**src/rtl/rv_multicycle_ctrl.sv**
```systemverilog
// Control FSM, program counter and instruction register for the multi-cycle
// RV32I core. One instruction in flight; sequences fetch, decode, execute,
// data memory access and register-file writeback.
//
// state    | meaning
// ---------+-----------------------------------------------------------
// FETCH    | imem_req high until imem_ready, then IR <= imem_rdata
// DECODE   | one cycle for the clocked decoder; opcode legality check
// EXECUTE  | one cycle of ALU; branches resolve and retire here
// MEM      | dmem_req held until dmem_ready; stores retire here
// WB       | one cycle register-file write and PC update, retire
// HALT     | absorbing after SYSTEM or illegal opcode; reset only exit
module rv_multicycle_ctrl #(
    parameter logic [31:0] RESET_PC = 32'h0000_0000,
    parameter int          XLEN     = 32
) (
    input  logic            clk,
    input  logic            rst_n,
    output logic [XLEN-1:0] imem_addr,
    output logic            imem_req,
    input  logic            imem_ready,
    input  logic [XLEN-1:0] imem_rdata,
    output logic [XLEN-1:0] instr,
    input  logic [XLEN-1:0] imm,
    input  logic            branch_taken,
    input  logic [XLEN-1:0] alu_result,
    output logic            dmem_req,
    output logic            dmem_we,
    input  logic            dmem_ready,
    output logic            rf_we,
    output logic [1:0]      wb_sel,
    output logic            alu_src_imm,
    output logic [2:0]      state,
    output logic [XLEN-1:0] retire_cnt,
    output logic            halted,
    output logic            illegal
);

    typedef enum logic [2:0] {
        S_FETCH   = 3'd0,
        S_DECODE  = 3'd1,
        S_EXECUTE = 3'd2,
        S_MEM     = 3'd3,
        S_WB      = 3'd4,
        S_HALT    = 3'd5
    } state_t;

    localparam logic [6:0] OPC_LUI    = 7'b0110111;
    localparam logic [6:0] OPC_AUIPC  = 7'b0010111;
    localparam logic [6:0] OPC_JAL    = 7'b1101111;
    localparam logic [6:0] OPC_JALR   = 7'b1100111;
    localparam logic [6:0] OPC_BRANCH = 7'b1100011;
    localparam logic [6:0] OPC_LOAD   = 7'b0000011;
    localparam logic [6:0] OPC_STORE  = 7'b0100011;
    localparam logic [6:0] OPC_OPIMM  = 7'b0010011;
    localparam logic [6:0] OPC_OP     = 7'b0110011;
    localparam logic [6:0] OPC_SYSTEM = 7'b1110011;

    state_t          r_state;
    logic [XLEN-1:0] r_pc;
    logic [XLEN-1:0] r_ir;
    logic [XLEN-1:0] r_retire;
    logic            r_halted;
    logic            r_illegal;

    state_t          w_state_nxt;
    logic [XLEN-1:0] w_pc_nxt;
    logic [XLEN-1:0] w_ir_nxt;
    logic            w_retire;
    logic            w_halt_set;
    logic            w_ill_set;
    logic            w_imem_req;
    logic            w_dmem_req;
    logic            w_dmem_we;
    logic            w_rf_we;
    logic            w_alu_src_imm;

    logic [6:0]      w_opc;
    logic            w_is_load;
    logic            w_is_store;
    logic [XLEN-1:0] w_pc_plus4;
    logic [XLEN-1:0] w_pc_plus_imm;
    logic [XLEN-1:0] w_jalr_tgt;

    assign w_opc         = r_ir[6:0];
    assign w_is_load     = (w_opc == OPC_LOAD);
    assign w_is_store    = (w_opc == OPC_STORE);
    assign w_pc_plus4    = r_pc + 32'd4;
    assign w_pc_plus_imm = r_pc + imm;
    assign w_jalr_tgt    = alu_result & ~32'd1;

    // State, PC, IR, retire counter and sticky halt flags.
    always_ff @(posedge clk) begin
        if (!rst_n) begin
            r_state   <= S_FETCH;
            r_pc      <= RESET_PC;
            r_ir      <= '0;
            r_retire  <= '0;
            r_halted  <= 1'b0;
            r_illegal <= 1'b0;
        end else begin
            r_state <= w_state_nxt;
            r_pc    <= w_pc_nxt;
            r_ir    <= w_ir_nxt;
            if (w_retire)   r_retire  <= r_retire + 32'd1;
            if (w_halt_set) r_halted  <= 1'b1;
            if (w_ill_set)  r_illegal <= 1'b1;
        end
    end

    // Next-state, PC/IR update and Moore strobes from the registered state.
    always_comb begin
        w_state_nxt   = r_state;
        w_pc_nxt      = r_pc;
        w_ir_nxt      = r_ir;
        w_retire      = 1'b0;
        w_halt_set    = 1'b0;
        w_ill_set     = 1'b0;
        w_imem_req    = 1'b0;
        w_dmem_req    = 1'b0;
        w_dmem_we     = 1'b0;
        w_rf_we       = 1'b0;
        w_alu_src_imm = 1'b0;
        case (r_state)
            S_FETCH: begin
                w_imem_req = 1'b1;
                if (imem_ready) begin
                    w_ir_nxt    = imem_rdata;
                    w_state_nxt = S_DECODE;
                end
            end
            S_DECODE: begin
                case (w_opc)
                    OPC_LUI, OPC_AUIPC, OPC_JAL, OPC_JALR, OPC_BRANCH,
                    OPC_LOAD, OPC_STORE, OPC_OPIMM, OPC_OP:
                        w_state_nxt = S_EXECUTE;
                    OPC_SYSTEM: begin
                        w_state_nxt = S_HALT;
                        w_halt_set  = 1'b1;
                    end
                    default: begin
                        w_state_nxt = S_HALT;
                        w_ill_set   = 1'b1;
                    end
                endcase
            end
            S_EXECUTE: begin
                w_alu_src_imm = !((w_opc == OPC_OP) || (w_opc == OPC_BRANCH));
                if (w_opc == OPC_BRANCH) begin
                    w_pc_nxt    = branch_taken ? w_pc_plus_imm : w_pc_plus4;
                    w_retire    = 1'b1;
                    w_state_nxt = S_FETCH;
                end else if (w_is_load || w_is_store) begin
                    w_state_nxt = S_MEM;
                end else begin
                    w_state_nxt = S_WB;
                end
            end
            S_MEM: begin
                // Operand select held so the address stays stable while stalled.
                w_alu_src_imm = 1'b1;
                w_dmem_req    = 1'b1;
                w_dmem_we     = w_is_store;
                if (dmem_ready) begin
                    if (w_is_store) begin
                        w_pc_nxt    = w_pc_plus4;
                        w_retire    = 1'b1;
                        w_state_nxt = S_FETCH;
                    end else begin
                        w_state_nxt = S_WB;
                    end
                end
            end
            S_WB: begin
                w_alu_src_imm = (w_opc != OPC_OP);
                w_rf_we       = (r_ir[11:7] != 5'd0);
                if (w_opc == OPC_JAL)       w_pc_nxt = w_pc_plus_imm;
                else if (w_opc == OPC_JALR) w_pc_nxt = w_jalr_tgt;
                else                        w_pc_nxt = w_pc_plus4;
                w_retire    = 1'b1;
                w_state_nxt = S_FETCH;
            end
            S_HALT: begin
                w_state_nxt = S_HALT;
            end
            default: begin
                w_state_nxt = S_FETCH;
            end
        endcase
    end

    // Strobes are gated by rst_n so an outstanding request drops immediately.
    assign imem_req    = rst_n & w_imem_req;
    assign dmem_req    = rst_n & w_dmem_req;
    assign dmem_we     = rst_n & w_dmem_we;
    assign rf_we       = rst_n & w_rf_we;
    assign alu_src_imm = rst_n & w_alu_src_imm;

    assign wb_sel      = w_is_load ? 2'd1 :
                         ((w_opc == OPC_JAL) || (w_opc == OPC_JALR)) ? 2'd2 : 2'd0;
    assign imem_addr   = r_pc;
    assign instr       = r_ir;
    assign state       = r_state;
    assign retire_cnt  = r_retire;
    assign halted      = r_halted;
    assign illegal     = r_illegal;

endmodule

```
**config.mk**
```make
export PLATFORM = sky130hd
export DESIGN_NAME = rv_multicycle_ctrl
export DESIGN_NICKNAME = d
export VERILOG_FILES = /design/src/rtl/rv_multicycle_ctrl.sv
export SDC_FILE = /design/constraint.sdc
export NUM_CORES = 1
export LEC_CHECK = 0
export BUFFER_PORTS_ARGS = -buffer_cell sky130_fd_sc_hd__buf_2
export CORE_UTILIZATION = 45
export CTS_BUF_LIST = sky130_fd_sc_hd__clkbuf_4 sky130_fd_sc_hd__clkbuf_8
export DETAILED_ROUTE_END_ITERATION = 10
export GPL_TIMING_DRIVEN = 0
export PLACE_DENSITY_LB_ADDON = 0.2
export SLEW_MARGIN = 20
export SYNTH_ARGS = -nofsm -noshare
export SYNTH_HDL_FRONTEND = slang
export SYNTH_SLANG_ARGS = --single-unit
export TNS_END_PERCENT = 10
```
**constraint.sdc**
```tcl
create_clock -name clk -period 7.2 [get_ports clk]
set_input_delay 0.72 -clock clk [delete_from_list [all_inputs] [get_ports clk]]
set_output_delay 0.72 -clock clk [all_outputs]
set_load 0.05 [all_outputs]
```
==> out/qor.txt <==
outcome -> finished, final reports clean
WHS -> 0.459 ns
Reg2Reg Setup Slack -> 3.99 ns
Clk pwr share -> 26.1%
max incr delay on CP -> 0.54 ns
Hold Crit Depth -> 2
Hold EP -> instr[18]$_SDFFE_PN0P_
Yosys reg bits -> 101
Post-synth top flop -> dfxtp_1
Post-synth ARST share -> 0%
fill cell count -> 1440
hold_sp -> instr[18]$_SDFFE_PN0P_
post-synthesis sequential area ratio -> 30.0%
post-synthesis cell count -> 890
Final Total Pwr -> 0.00136 W
DP Cell Count -> 1280
# rows -> 44
CTS Hold Bufs -> 0
diode count -> 0
post-route ant nets -> 0
grt ovf -> 0
nets@finish -> 1242
Netlist cell types -> 68
clk slew on worst S/H paths -> 0.11 ns
Layout Utilization -> 56.1%
CP max stage cell -> clkbuf_1
H-tree depth -> 3
clock skew -> 0.0101 ns
Vias -> 7473
reg-to-reg critical path startpoint -> instr[3]$_SDFFE_PN0P_
Setup-failing EPs final -> 0
post-synth net total -> 1025
core area -> 0.0146 mm²
Area growth, synth to finish -> 21.4%
Period minus WS final -> 3.21 ns
Final Cycle Share -> 44.5%
DIE HEIGHT -> 124 µm
Initial Util -> 46.2%
Leak -> 3.58 nW
post-CTS setup buffer count -> 0
Root Buffer -> clkbuf_8
Peak VDD IR -> 0.000110 V
DR pass1 iterations -> 7
gr usage total -> 28.2%
RR Endpoint -> imem_addr[6]$_SDFFE_PN0P_
switching power -> 0.000522 W
IO buf count -> 206
Netlist Area Pre-Place -> 0.00675 mm²
global-route wire length before repair -> 35.0 mm
arrival time at the worst endpoint -> 3.47 ns
initial drt markers -> 567
PwrDens -> 166 mW/mm²
final wirelength -> 22.4 mm
CTS resizes -> 0
hpwl dp -> 17.0 mm
commonest non-fill, non-tap cells in the layout -> buf_2, nand2_1, dfxtp_1, a21oi_1, nor2_1
drt wl/cell -> 17.3 µm
WS Path Type -> flop to flop
Highest Clock Rate -> 312 MHz
R2R cell count -> 8
CP required -> 7.47 ns
Final Wtd Congestion -> 0.903
final setup TNS -> 0 ns
layout cells sized above 1 -> 21.7%
die width -> 124 µm
total of warnings raised by yosys -> 0
vias in the first global route -> 6705
hold crit path type -> flop to flop
Internal Pwr Total -> 0.000837 W
Num CTS Buffers -> 9
RSZ-0062 raised after global routing -> no
largest net degree at the start of global routing -> 19
Switching Share -> 38.4%
Post-synth EDFFs -> 0
Clk Latency, worst-skew pair -> 0.39 ns
initial antenna violation count -> 0
max cap viols -> 0
Slew Viols, Final -> 0
CTS Buffer Depth -> 2
CP endpoint kind -> flop
non-filler instance count after layout -> 1296
worst-margin pin slew -> 0.927 ns
die area -> 0.0155 mm²
vias per cell -> 5.77
relative slew slack -> 37.8%
Sink Count -> 101
worst-path maximum fanout -> 10
DRC violations left -> 0
crit start category -> flop
Logic pwr share -> 29.0%
Top Ports -> 209
Cell Chain, Critical Path -> or4_1 > buf_2 > o31ai_4 > clkbuf_1 > buf_1 > o21ai_0 > a22oi_1 > nor2_1
CTS tree -> yes
Seq pwr share -> 44.9%
syn_area_per_cell -> 7.58 µm²
final hold vios -> 0
most common cell after layout, fill and taps aside -> buf_2
[how the worst max path moves through the flow]
| stage | from | end | slack, ns | cells past startpoint |
|---|---|---|---|---|
| floorplan | instr[6]$_SDFFE_PN0P_ | imem_addr[31]$_SDFFE_PN0P_ | 3.57 | 9 |
| global placement | imm[8] | imem_addr[27]$_SDFFE_PN0P_ | 3.78 | 10 |
| detailed placement | imm[8] | imem_addr[27]$_SDFFE_PN0P_ | 3.78 | 10 |
| CTS | instr[3]$_SDFFE_PN0P_ | imem_addr[12]$_SDFFE_PN0P_ | 4.10 | 8 |
| global route | instr[1]$_SDFFE_PN0P_ | imem_addr[4]$_SDFFE_PN0P_ | 3.84 | 9 |
| finish | instr[3]$_SDFFE_PN0P_ | imem_addr[6]$_SDFFE_PN0P_ | 3.99 | 8 |
[flip-flops by register name (all words and copies together), names as in the netlist]
register    flops
imem_addr      32
instr          32
retire_cnt     32
state           3
halted          1
illegal         1
[cell type report]
type                            count  area [µm²]  share of cell area, %
Buffer                             52         210                   2.57
Clock inverter                      7        57.6                  0.703
Sequential cell                   101        2020                   24.7
Multi-Input combinational cell    719        4450                   54.3
Inverter                           18        67.6                  0.825
Clock buffer                        9         124                   1.51
Tap cell                          184         230                   2.81
Timing Repair Buffer              206        1030                   12.6
[worst max-delay path, delay by kind of cell (launching register included)]
family | cells | cell delay (ns)
flops | 1 | 0.39
compound gates | 3 | 0.91
buf+inv | 3 | 1.18
simple gates | 2 | 0.57
[through the flow]
step / setup WS [ns] / cell area (µm²)
after global placement: 3.78 / 8010
after detailed placement: 3.78 / 8010
after global routing: 3.84 / 8190
final: 3.99 / 8190
after CTS: 4.10 / 8190
after floorplan: 3.57 / 6750
[power by group through the flow]
stage                     clock, W  sequential [W]  combinational (W)
final                     0.000354        0.000611           0.000394
after global routing      0.000384        0.000614           0.000425
after CTS                 0.000360        0.000610           0.000390
after detailed placement         0        0.000623           0.000388
after global placement           0        0.000622           0.000387
after floorplan                  0        0.000696           0.000194
[cells by family (layout without fill, tap and decap cells)]
kind of cell	after synthesis	count (layout)	synth area share [%]
fa+ha+maj	34	34	6.42
xor+xnor	65	65	8.44
buf+inv	70	292	4.12
simple gates	342	342	24.4
mux	1	1	0.167
flops	101	101	30.0
compound gates	277	277	26.5
[metal layers]
layer / wire length (µm) / vias to the layer above / global-route usage [%]
met5: 0 / - / 0
met4: 582 / 0 / 10.7
met3: 1600 / 35 / 5.28
met2: 10300 / 320 / 45.4
met1: 9900 / 3439 / 37.3
li1: - / 3679 / -
[cell usage after synthesis, types with 6 or more instances]
cell type  instances  area, µm²
nand2b_1           6       37.5
or3_1             12       75.1
a21oi_1           98        490
o21bai_1           7       52.6
nand3_1           26        130
dfxtp_1          101       2020
nor2_1            73        274
xnor2_1           41        359
a21o_1            13       97.6
a31oi_1           10       62.6
a222oi_1           9       90.1
nor3_1            20        100
a221oi_1          10       87.6
o211ai_1           8       60.1
buf_2              6       30.0
a22oi_1            6       45.0
o21ai_0           56        280
nand2_1          123        462
xor2_1            24        210
clkbuf_1          40        150
nand4_1           22        138
ha_1              33        413
a211oi_1           9       67.6
inv_1             17       63.8
and2_1            17        106
and3_1            17        106
Power figures use the tool's default switching activity.
